===== src/rtl/lift_motion_ctrl.sv =====
// rtl/lift_motion_ctrl.sv - per-car lift motion controller
//
// Ports:
//   clk, rst        clock (rising edge), asynchronous active-high reset
//   tgt_floor/valid target floor from dispatcher, valid/ready handshake
//   tgt_ready       high when IDLE and not halted
//   halt            freezes all timers and state; motor forced to stop
//   motor_signal    00 stop, 01 up, 10 down
//   door_open       high in DOOR_OPEN (also while halted there)
//   cur_floor       current car floor
//   arrived         one-cycle pulse on reaching the target
//   tgt_err         one-cycle pulse when an out-of-range target is accepted
//   busy            controller not IDLE
module lift_motion_ctrl #(
  parameter int FLOORS        = 11,
  parameter int FLOOR_W       = 4,
  parameter int TRAVEL_CYCLES = 8,
  parameter int DOOR_CYCLES   = 4
) (
  input  logic               clk,
  input  logic               rst,
  input  logic [FLOOR_W-1:0] tgt_floor,
  input  logic               tgt_valid,
  output logic               tgt_ready,
  input  logic               halt,
  output logic [1:0]         motor_signal,
  output logic               door_open,
  output logic [FLOOR_W-1:0] cur_floor,
  output logic               arrived,
  output logic               tgt_err,
  output logic               busy
);

  // Counter widths never drop to zero, even for a 1-cycle parameter.
  localparam int TW = (TRAVEL_CYCLES > 1) ? $clog2(TRAVEL_CYCLES) : 1;
  localparam int DW = (DOOR_CYCLES > 1) ? $clog2(DOOR_CYCLES) : 1;
  localparam logic [TW-1:0] TRAV_LAST = TW'(TRAVEL_CYCLES - 1);
  localparam logic [DW-1:0] DOOR_LAST = DW'(DOOR_CYCLES - 1);

  typedef enum logic [1:0] {
    IDLE      = 2'b00,
    MOVE_UP   = 2'b01,
    MOVE_DOWN = 2'b10,
    DOOR_OPEN = 2'b11
  } state_t;

  state_t             state_q, state_d;
  logic [FLOOR_W-1:0] cur_q, cur_d;
  logic [FLOOR_W-1:0] tgt_q, tgt_d;
  logic [TW-1:0]      trav_q, trav_d;
  logic [DW-1:0]      door_q, door_d;
  logic               arrived_q, arrived_d;
  logic               err_q, err_d;

  logic [FLOOR_W-1:0] step_floor;
  logic               out_of_range;

  // Range check one bit wider so FLOORS == 2**FLOOR_W does not wrap.
  assign out_of_range = ({1'b0, tgt_floor} >= (FLOOR_W + 1)'(FLOORS));
  assign step_floor   = (state_q == MOVE_UP) ? cur_q + FLOOR_W'(1)
                                             : cur_q - FLOOR_W'(1);

  always_ff @(posedge clk or posedge rst) begin
    if (rst) begin
      state_q   <= IDLE;
      cur_q     <= '0;
      tgt_q     <= '0;
      trav_q    <= '0;
      door_q    <= '0;
      arrived_q <= 1'b0;
      err_q     <= 1'b0;
    end else begin
      state_q   <= state_d;
      cur_q     <= cur_d;
      tgt_q     <= tgt_d;
      trav_q    <= trav_d;
      door_q    <= door_d;
      arrived_q <= arrived_d;
      err_q     <= err_d;
    end
  end

  always_comb begin
    state_d   = state_q;
    cur_d     = cur_q;
    tgt_d     = tgt_q;
    trav_d    = trav_q;
    door_d    = door_q;
    arrived_d = 1'b0;
    err_d     = 1'b0;
    unique case (state_q)
      IDLE: begin
        if (tgt_valid && !halt) begin
          if (out_of_range) begin
            err_d = 1'b1;
          end else if (tgt_floor == cur_q) begin
            state_d   = DOOR_OPEN;
            door_d    = '0;
            arrived_d = 1'b1;
          end else begin
            state_d = (tgt_floor > cur_q) ? MOVE_UP : MOVE_DOWN;
            tgt_d   = tgt_floor;
            trav_d  = '0;
          end
        end
      end
      MOVE_UP, MOVE_DOWN: begin
        if (!halt) begin
          if (trav_q == TRAV_LAST) begin
            trav_d = '0;
            cur_d  = step_floor;
            if (step_floor == tgt_q) begin
              state_d   = DOOR_OPEN;
              door_d    = '0;
              arrived_d = 1'b1;
            end
          end else begin
            trav_d = trav_q + TW'(1);
          end
        end
      end
      DOOR_OPEN: begin
        if (!halt) begin
          if (door_q == DOOR_LAST) begin
            state_d = IDLE;
          end else begin
            door_d = door_q + DW'(1);
          end
        end
      end
      default: state_d = IDLE;
    endcase
  end

  assign tgt_ready    = (state_q == IDLE) && !halt;
  assign motor_signal = halt                   ? 2'b00 :
                        (state_q == MOVE_UP)   ? 2'b01 :
                        (state_q == MOVE_DOWN) ? 2'b10 : 2'b00;
  assign door_open    = (state_q == DOOR_OPEN);
  assign busy         = (state_q != IDLE);
  assign cur_floor    = cur_q;
  assign arrived      = arrived_q;
  assign tgt_err      = err_q;

endmodule


===== config.mk =====
export PLATFORM = sky130hd
export DESIGN_NAME = lift_motion_ctrl
export DESIGN_NICKNAME = d
export VERILOG_FILES = /design/src/rtl/lift_motion_ctrl.sv
export SDC_FILE = /design/constraint.sdc
export NUM_CORES = 1
export LEC_CHECK = 0
export BUFFER_PORTS_ARGS = -buffer_cell sky130_fd_sc_hd__buf_2
export CORE_UTILIZATION = 30
export DETAILED_ROUTE_END_ITERATION = 6
export GPL_TIMING_DRIVEN = 0
export PLACE_DENSITY_LB_ADDON = 0.15
export RECOVER_POWER = 50
export SETUP_SLACK_MARGIN = 0.1
export SLEW_MARGIN = 20
export SYNTH_ARGS = -nofsm -noshare
export SYNTH_HDL_FRONTEND = slang
export SYNTH_SLANG_ARGS = --single-unit

===== constraint.sdc =====
create_clock -name clk -period 3.4 [get_ports clk]
set_clock_uncertainty 0.15 [all_clocks]
set_input_delay 0.34 -clock clk [delete_from_list [all_inputs] [get_ports clk]]
set_output_delay 0.34 -clock clk [all_outputs]
set_load 0.05 [all_outputs]

-- After elaboration in Yosys (flattened, before gate mapping)
Cells that the tools add are included.
- bits in registers: 17
- output and inout bits: 11
- $add $sub $neg: 4
- bitwise gates (word level): 3
- reductions and logical operators: 12
- eq/ne operators: 17
- multiplexer cells: 39
- magnitude comparators: 2
- operator list (kind ; count):
    2-bit two-way mux ; 20
    2-bit != test (second input constant) ; 9
    3-bit two-way mux ; 5
    2-bit one-hot mux with 3 select lines ; 2
    1-bit two-way mux ; 9
    4-bit equality test ; 2
    8-bit AND reduction ; 1
    7-bit AND reduction ; 1
    2-bit equality test (second input constant) ; 3
    3-bit one-hot mux with 2 select lines ; 1
    5-bit AND reduction ; 1
    4-bit by 1-bit adder with 4-bit output (second input constant) ; 1
    4-bit greater-or-equal comparator (second input constant) ; 1
    4-bit greater-than comparator ; 1
    4-bit two-way mux ; 1
    4-bit AND reduction ; 1
    2-bit nonzero test ; 2
    4-bit by 1-bit subtractor with 4-bit output (second input constant) ; 1
    3-bit by 1-bit adder with 3-bit output (second input constant) ; 1
    3-bit equality test (second input constant) ; 1
    1-bit inverter ; 3
    3-bit AND reduction ; 1
    2-bit by 1-bit adder with 2-bit output (second input constant) ; 1
    2-bit by 1-bit equality test with 1-bit output (second input constant) ; 1
    other kinds (6) ; 7

-- Longest topological paths before layout
Gate-level depths: netlist of the first run.
- depth after elaboration: 7
- gate-level depth with buffers: 9

-- Worst setup path after synthesis of the first run
Ideal clock, no wire load.
- path type: register to register
- start: reg cur_q[0] (netlist: cur_floor[0])
- end: reg door_q[1]
- period minus slack after synthesis: 2.787 ns
- path slack: 0.613 ns
- stages on the path, launching flop included: 8
- arrival: 2.496 ns
- library setup time: 0.141 ns
- required time: 3.109 ns
- path through: dfrtp_1 -> inv_1 -> fa_1 -> xnor3_1 -> and4b_1 -> o21ai_2 -> a2111oi_2 -> o22ai_1
- word-level cells in the longest chain between the ends: 5
- elaborated cells between the ends (all ways): 8
- those cells by class: add/sub (2); eq/ne (4); mux (1); reduce/logical (1)
- ends and longest elaborated chain (element ; RTL line ; text):
    start, declared ; 48 ; logic [FLOOR_W-1:0] cur_q, cur_d;
    start signal, assigned ; 74 ; cur_q <= cur_d;
    4-bit by 1-bit subtractor with 4-bit output / 4-bit by 1-bit adder with 4-bit output (equally long branches) ; 61, 60 ;
    4-bit two-way mux * ; 60 ; assign step_floor = (state_q == MOVE_UP) ? cur_q + FLOOR_W'(1)
    via step_floor[0] ; 55 ; logic [FLOOR_W-1:0] step_floor;
    4-bit equality test * ; 112 ; if (step_floor == tgt_q) begin
    2-bit != test (no line) * ; n/a ;
    8-bit AND reduction (no line) * ; n/a ;
    end signal, assigned ; 77 ; door_q <= door_d;
    end, declared ; 51 ; logic [DW-1:0] door_q, door_d;
The timed path passes the listed nets; every way through them passes the cells marked *.
A chain may end at the register's enable or synchronous reset.

-- Worst setup path after layout of the first run
- start: reg state_q[1]
- end: reg door_q[1]
- word-level cells in the longest chain between the ends: 5
- elaborated cells between the ends (all ways): 17
- those cells by class: eq/ne (12); mux (2); reduce/logical (3)
- ends and longest elaborated chain (element ; RTL line ; text):
    start, declared ; 47 ; state_t state_q, state_d;
    start signal, assigned ; 73 ; state_q <= state_d;
    2-bit by 1-bit equality test with 1-bit output ; 60, 91 ;
    4-bit two-way mux ; 60 ;
    4-bit equality test ; 112 ;
    2-bit != test (no line) ; n/a ;
    8-bit AND reduction (no line) ; n/a ;
Parallel ways exist; a longest one is shown, timed or not.

==> out/metrics.csv, run 1 <==
metric,value,unit
p_comb_frac,0.585,
r2r_start,state_q[1],
drt-pass1-iter-count,4,
layout_min_cycle_time,2.86,ns
ys.flop_type,dfrtp_1,
root_buffer,clkbuf_8,
row_count,22,
vias,897,
switching_share,0.446,
cp_slowest_cell,a2111oi_2,
finalHoldViolations,0,
nFillCells,415,
cts_setup_buffers,0,
routabilityCongestion,0.802,
detail-route-antenna-nets,0,
area_growth,15.4,%
rrSetupSlack,0.54,ns
die_y,65.0,µm
pwr-share-clk,0.137,
cts_max_level,1,
crit_family,compound AO/OA/AOI/OAI gates,
criticalPathCategory,reg -> reg,
ir_worst_vdd,0.287,mV
grt_pass1_vias,914,
fin_util,0.367,
leakage,0.000679,µW
ys_ff_latch,17,
ys_seq_area_frac,0.357,
avgSynthCellArea,10.0,µm²
postCtsHoldBufs,0,
syn_inst,119,
status,"finished, final reports clean",
layout_commonest_cell,dfrtp_1,
path_buf_inv,2,
path_cells,inv_1 -> ha_1 -> inv_1 -> ha_1 -> xnor3_1 -> and4b_1 -> o21ai_2 -> a2111oi_2 -> o22ai_1,
grt_pass1_wl,4.34,mm
required,3.37,ns
reg2reg_depth,9,
gr-total-overflow,0,
p_sw,490,µW
numCtsBuffers,3,
cp.arrival,2.83,ns
worst_slew_pin_slew,0.704,ns
place_ws,0.532,ns
hold_ws,0.0414,ns
drc,0,
drt_iter0_drc,23,
die_x,65.0,µm
clockBufferDepth,2,
drv_cap,0,
cts_sinks,17,
rsz0062_at_grt,false,
power.internal,609,µW
cts_resized,0,
tns,0,ns
p_seq_frac,0.278,
dpl-instance-area,1340,µm²
critPathLaunchType,register,
pwr_density_cell,799,nW/µm²
fmax,349,MHz
synth_edf_count,0,
postSynthNetCount,141,
slew_viol_final,0,
dieArea,4230,µm²
io_pins,19,
wirelength,2.48,mm
async_reset_ff_frac,1.00,
cp-end-kind,register,
finalSetupViolations,0,
insertion_delay,0.25,ns
wl_per_cell,13.2,µm
fin_area,1380,µm²
synth_area,1190,µm²
slew-limit-headroom,0.530,
cp_max_fo,4,
clk_pin_slew,0.07,ns
yosys.cell_types.count,38,
start_util,0.318,
n_antenna_cell,0,
yosys_warnings,0,
coreArea,3740,µm²
mostFrequentLayoutCells,"dfrtp_1, inv_1, ha_1",
hold_class,in -> async,
io_buffer_count,17,
cts_tree,built,
worst_slack,0.536,ns
timing.rr.end,door_q[1],
drive_gt1_frac,0.193,
nNetsFinal,163,
antenna_found_initial,0,
vias_per_cell,4.77,
grt_max_degree,18,
track_usage,0.135,
place_hpwl,1.99,mm
cpPeakStageDelay,0.43,ns
period_share,0.842,
## power groups by stage
stage / registers (µW) / clock network (µW) / logic, µW
floorplan: 324 / 0 / 503
global placement: 305 / 0 / 632
detailed placement: 310 / 0 / 646
CTS: 306 / 157 / 651
global route: 314 / 166 / 718
finish: 305 / 151 / 642
## worst register-to-register path, cell delays in order, from the launching register on
cell	delay, ns
dfrtp_1	0.40
inv_1	0.11
ha_1	0.25
inv_1	0.12
ha_1	0.36
xnor3_1	0.38
and4b_1	0.29
o21ai_2	0.10
a2111oi_2	0.43
o22ai_1	0.14
## cells by family (layout without fill, tap and decap cells)
| family | Yosys count | after routing | synth area share |
|---|---|---|---|
| multiplexers | 8 | 8 | 0.0746 |
| adder cells (fa/ha/maj) | 14 | 14 | 0.153 |
| AO/OA/AOI/OAI | 23 | 23 | 0.145 |
| XOR/XNOR | 8 | 8 | 0.0830 |
| buffers and inverters | 17 | 38 | 0.0536 |
| flip-flops | 17 | 17 | 0.357 |
| AND/OR/NAND/NOR | 32 | 32 | 0.133 |
## cell usage after synthesis (2+ instances only)
master | n | area share
nor2b_1 | 2 | 0.011
a21oi_1 | 3 | 0.013
dfrtp_1 | 17 | 0.36
nand2_1 | 8 | 0.025
ha_1 | 13 | 0.14
inv_1 | 15 | 0.047
xor2_1 | 3 | 0.022
o21ai_0 | 5 | 0.021
clkbuf_1 | 2 | 0.0063
nor2_1 | 8 | 0.025
mux2_2 | 7 | 0.066
o32ai_1 | 2 | 0.015
xnor2_1 | 3 | 0.022
o21a_1 | 3 | 0.019
nor3_1 | 3 | 0.013
nand3_1 | 3 | 0.013
## layer usage
layer,vias up,routed length [µm],track usage
met4,0,0,0.0245
li1,454,-,-
met2,15,1250,0.224
met3,0,82,0.0317
met5,-,0,0
met1,428,1150,0.179
## area by class of cell
type | count | area (µm²) | area share
Sequential cell | 17 | 425 | 0.309
Clock buffer | 4 | 45.0 | 0.0328
Buffer | 2 | 7.51 | 0.00546
Inverter | 15 | 56.3 | 0.0409
Tap cell | 48 | 60.1 | 0.0437
Timing Repair Buffer | 17 | 78.8 | 0.0573
Multi-Input combinational cell | 85 | 702 | 0.510
## state kept, by name (all words and copies together) (netlist names)
register,count
tgt_q,4
cur_floor,4
state_q,2
door_q,2
trav_q,3
arrived,1
tgt_err,1
## worst max-delay path by stage
stage,startpoint,endpoint,slack [ns],cells past startpoint
global route,state_q[1],door_q[1],0.38,9
CTS,state_q[1],door_q[1],0.51,9
floorplan,cur_floor[0],door_q[1],0.61,7
detailed placement,state_q[1],door_q[1],0.53,9
finish,state_q[1],door_q[1],0.54,9
global placement,state_q[1],door_q[1],0.58,9
## per-stage QoR
stage / cells / total power [µW]
CTS: 188 / 1110
floorplan: 119 / 828
global placement: 184 / 937
finish: 188 / 1100
global route: 188 / 1200
detailed placement: 184 / 956
(Power assumes the default switching activity.)
==> run 2, diff against run 1 <==
==> constraint.sdc (replaced) <==
create_clock -name clk -period 2.9 [get_ports clk]
set_clock_uncertainty 0.15 [all_clocks]
set_input_delay 0.29 -clock clk [delete_from_list [all_inputs] [get_ports clk]]
set_output_delay 0.29 -clock clk [all_outputs]
set_load 0.05 [all_outputs]
==> out/metrics.csv, run 2 (synthesis results as in run 1) <==
metric,value,unit
status,"finished, violations left",
violations,negative hold slack,
cp_slowest_cell,dfrtp_1,
layout_commonest_cell,dfrtp_1,
fmax,378,MHz
reg2reg_depth,9,
start_util,0.318,
dpl-instance-area,1340,µm²
finalSetupViolations,0,
grt_max_degree,18,
insertion_delay,0.25,ns
gr-total-overflow,0,
row_count,22,
root_buffer,clkbuf_8,
routabilityCongestion,0.802,
hold_class,in -> async,
slew_viol_final,0,
slew-limit-headroom,0.526,
path_cells,inv_2 -> ha_4 -> inv_1 -> ha_4 -> xnor3_1 -> and4b_1 -> o21ai_2 -> mux2_2 -> o32ai_1,
place_hpwl,1.99,mm
io_buffer_count,17,
hold_ws,-0.00680,ns
grt_pass1_wl,4.40,mm
drt-pass1-iter-count,4,
clockBufferDepth,2,
area_growth,18.6,%
fin_area,1410,µm²
drv_cap,0,
wl_per_cell,13.6,µm
numCtsBuffers,3,
vias,913,
grt_pass1_vias,924,
coreArea,3740,µm²
tns,0,ns
cp_max_fo,4,
power,1340,µW
fin_util,0.377,
cpMostUsedCell,ha_4,
critPathLaunchType,register,
cp-end-kind,register,
clk_pin_slew,0.07,ns
cpPeakStageDelay,0.41,ns
place_ws,0.0319,ns
mostFrequentLayoutCells,"dfrtp_1, inv_1, buf_2",
cp.arrival,2.65,ns
drt_iter0_drc,27,
nNetsFinal,163,
cts_setup_buffers,0,
cts_sinks,17,
finalHoldViolations,17,
pwr_density_cell,949,nW/µm²
postCtsHoldBufs,0,
antenna_found_initial,0,
n_antenna_cell,0,
detail-route-antenna-nets,0,
period_share,0.913,
criticalPathCategory,reg -> reg,
worst_slew_pin_slew,0.711,ns
cts_tree,built,
cts_max_level,1,
drive_gt1_frac,0.214,
io_pins,19,
track_usage,0.137,
dieArea,4230,µm²
layout_min_cycle_time,2.65,ns
leakage,0.000681,µW
vias_per_cell,4.86,
required,2.90,ns
drc,0,
rsz0062_at_grt,false,
die_y,65.0,µm
ir_worst_vdd,0.337,mV
worst_slack,0.252,ns
die_x,65.0,µm
wirelength,2.57,mm
## run 2: cell counts in the layout (fill, tap and decap cells not counted)
Identical to the previous run, type by type.
## run 2: final timing paths
check | slack [ns] | end | startpoint
min in group clk | 0.15 | tgt_err | tgt_floor[3]
max in group asynchronous | 2.16 | tgt_q[1] | rst
min | -0.007 | tgt_q[2] | rst
max | 0.25 | state_q[1] | state_q[1]
max reg2reg | 0.25 | state_q[1] | state_q[1]
min reg2reg | 0.34 | door_q[0] | door_q[0]
## run 2: timing repair
action,4_1_cts,5_1_grt
resized for setup,3,2
setup endpoints to repair,4,4
pin swaps,0,1
## run 2: layout make-up
class | instances | area [µm²]
sequential | 17 | 425
clock buffer | 4 | 45.0
tap | 48 | 60.1
inverter | 15 | 56.3
buffer | 2 | 7.51
timing repair buffer | 17 | 78.8
multi-input combinational | 85 | 739
fill | 411 | 2330
## run 2: critical path, delay by kind of cell, from the launching register on
kind | cells | cell delay [ns]
adder cells (fa/ha/maj) | 2 | 0.47
flip-flops | 1 | 0.41
AO/OA/AOI/OAI | 2 | 0.39
XOR/XNOR | 1 | 0.32
multiplexers | 1 | 0.30
AND/OR/NAND/NOR | 1 | 0.29
buffers and inverters | 2 | 0.20
## run 2: power breakdown
group / switching, µW / leakage (µW) / internal [µW]
Clock: 80.7 / 0.0000228 / 97.5
Combinational: 461 / 0.000439 / 340
Sequential: 54.7 / 0.000219 / 307
Total: 596 / 0.000681 / 745
## run 2: through the flow
stage	hold slack, ns	std cells
2_1_floorplan	0.0661	119
3_3_place_gp	0.289	184
3_5_place_dp	0.303	184
4_1_cts	0.0311	188
5_1_grt	0.0526	188
6_report	-0.00680	188
## run 2: per-layer routing
| metal | GRT usage | up-vias | wire length, µm |
|---|---|---|---|
| li1 | - | 455 | - |
| met1 | 0.178 | 443 | 1170 |
| met2 | 0.232 | 15 | 1310 |
| met3 | 0.0317 | 0 | 80 |
| met4 | 0.0245 | 0 | 0 |
| met5 | 0 | - | 0 |
==> run 3, diff against run 2 <==
--- a/config.mk
+++ b/config.mk
@@ -9,7 +9,7 @@
 export CORE_UTILIZATION = 30
 export DETAILED_ROUTE_END_ITERATION = 6
 export GPL_TIMING_DRIVEN = 0
-export PLACE_DENSITY_LB_ADDON = 0.15
+export PLACE_DENSITY = 0.47
 export RECOVER_POWER = 50
 export SETUP_SLACK_MARGIN = 0.1
 export SLEW_MARGIN = 20
==> out/metrics.csv, run 3 (synthesis results as in run 1) <==
metric,value,unit
nFillCells,414,
drv_cap,0,
pwr-share-clk,0.135,
r2r_start,state_q[1],
required,2.92,ns
switching_share,0.444,
drive_gt1_frac,0.221,
criticalPathCategory,reg -> reg,
period_share,0.914,
cts_tree,built,
cp_max_fo,4,
drc,0,
grt_pass1_vias,908,
dieArea,4230,µm²
multi_input_area,739,µm²
io_pins,19,
reg2reg_depth,8,
detail-route-antenna-nets,0,
slew_viol_final,0,
vias,893,
status,"finished, violations left",
endpoint,door_q[1],
mostFrequentLayoutCells,"dfrtp_1, inv_1, buf_2",
cpPeakStageDelay,0.44,ns
cp_num_cells,8,
place_hpwl,1.94,mm
postCtsHoldBufs,0,
clk_pin_slew,0.07,ns
leakage,0.000678,µW
p_seq_frac,0.273,
cts_setup_buffers,0,
io_buffer_count,17,
finalSetupViolations,0,
drt_iter0_drc,23,
insertion_delay,0.25,ns
fmax,377,MHz
track_usage,0.132,
ir_worst_vdd,0.293,mV
numCtsBuffers,3,
p_sw,589,µW
finalHoldViolations,17,
tns,0,ns
p_comb_frac,0.592,
cp-end-kind,register,
layout_min_cycle_time,2.65,ns
path_cells,inv_2 -> ha_4 -> fa_1 -> xnor3_1 -> and4b_1 -> o21ai_2 -> a2111o_1 -> o22ai_1,
n_antenna_cell,0,
path_buf_inv,1,
cp_slowest_cell,a2111o_1,
power.internal,737,µW
clockBufferDepth,2,
row_count,22,
antenna_found_initial,0,
area_growth,18.7,%
hold_ws,-0.0196,ns
routabilityCongestion,0.736,
cp.arrival,2.67,ns
wl_per_cell,12.8,µm
nNetsFinal,163,
layout_commonest_cell,dfrtp_1,
cts_sinks,17,
die_x,65.0,µm
worst_slew_pin_slew,0.721,ns
register_area,427,µm²
gr-total-overflow,0,
crit_family,compound AO/OA/AOI/OAI gates,
coreArea,3740,µm²
pwr_density_cell,938,nW/µm²
drt-pass1-iter-count,4,
grt_max_degree,18,
root_buffer,clkbuf_8,
crit_start,state_q[1],
rrSetupSlack,0.25,ns
wirelength,2.40,mm
vias_per_cell,4.75,
violations,negative hold slack,
slew-limit-headroom,0.516,
timing.rr.end,door_q[1],
rsz0062_at_grt,false,
start_util,0.318,
critPathLaunchType,register,
grt_pass1_wl,4.15,mm
die_y,65.0,µm
hold_class,in -> async,
cts_max_level,1,
## run 3: cell counts in the layout (fill, tap and decap cells not counted)
No cell type changed its count.
## run 3: worst min-delay path by stage
stage	start	end	slack [ns]	cells past startpoint
6_report	rst	state_q[1]	-0.02	2
5_1_grt	rst	trav_q[1]	0.05	2
4_1_cts	rst	cur_floor[0]	0.01	2
3_5_place_dp	rst	trav_q[0]	0.29	2
3_3_place_gp	rst	trav_q[1]	0.29	2
2_1_floorplan	rst	arrived	0.07	1
## run 3: cell type report
class	instances	share of cell area
Buffer	2	0.00531
Clock buffer	4	0.0319
Inverter	15	0.0398
Multi-Input combinational cell	85	0.523
Sequential cell	17	0.302
Tap cell	48	0.0425
Timing Repair Buffer	17	0.0558
## run 3: power by group through the flow
stage,Combinational (µW),Clock [µW],Sequential (µW)
4_1_cts,790,191,359
5_1_grt,878,194,372
6_report,786,179,362
3_3_place_gp,740,0,358
3_5_place_dp,754,0,363
2_1_floorplan,590,0,380
## run 3: metrics by stage
stage | std cells | cell area (µm²) | setup WS [ns] | total power (µW) | util
3_3_place_gp | 184 | 1340 | 0.0885 | 1100 | 0.357
5_1_grt | 188 | 1410 | 0.121 | 1440 | 0.378
3_5_place_dp | 184 | 1340 | 0.0492 | 1120 | 0.357
4_1_cts | 188 | 1410 | 0.167 | 1340 | 0.376
2_1_floorplan | 119 | 1190 | 0.113 | 970 | -
6_report | 188 | 1410 | 0.249 | 1330 | 0.378
## run 3: what timing repair did
item	in CTS	in global routing
gates resized for setup	3	3
pin swaps	0	0
endpoints found under the setup margin	4	4
endpoints found under the hold margin	0	0
## run 3: layer usage
| metal | GRT usage | vias up | wire, µm |
|---|---|---|---|
| li1 | - | 455 | - |
| met1 | 0.161 | 422 | 1160 |
| met2 | 0.224 | 14 | 1140 |
| met3 | 0.0387 | 2 | 91 |
| met4 | 0.0326 | 0 | 22 |
| met5 | 0 | - | 0 |
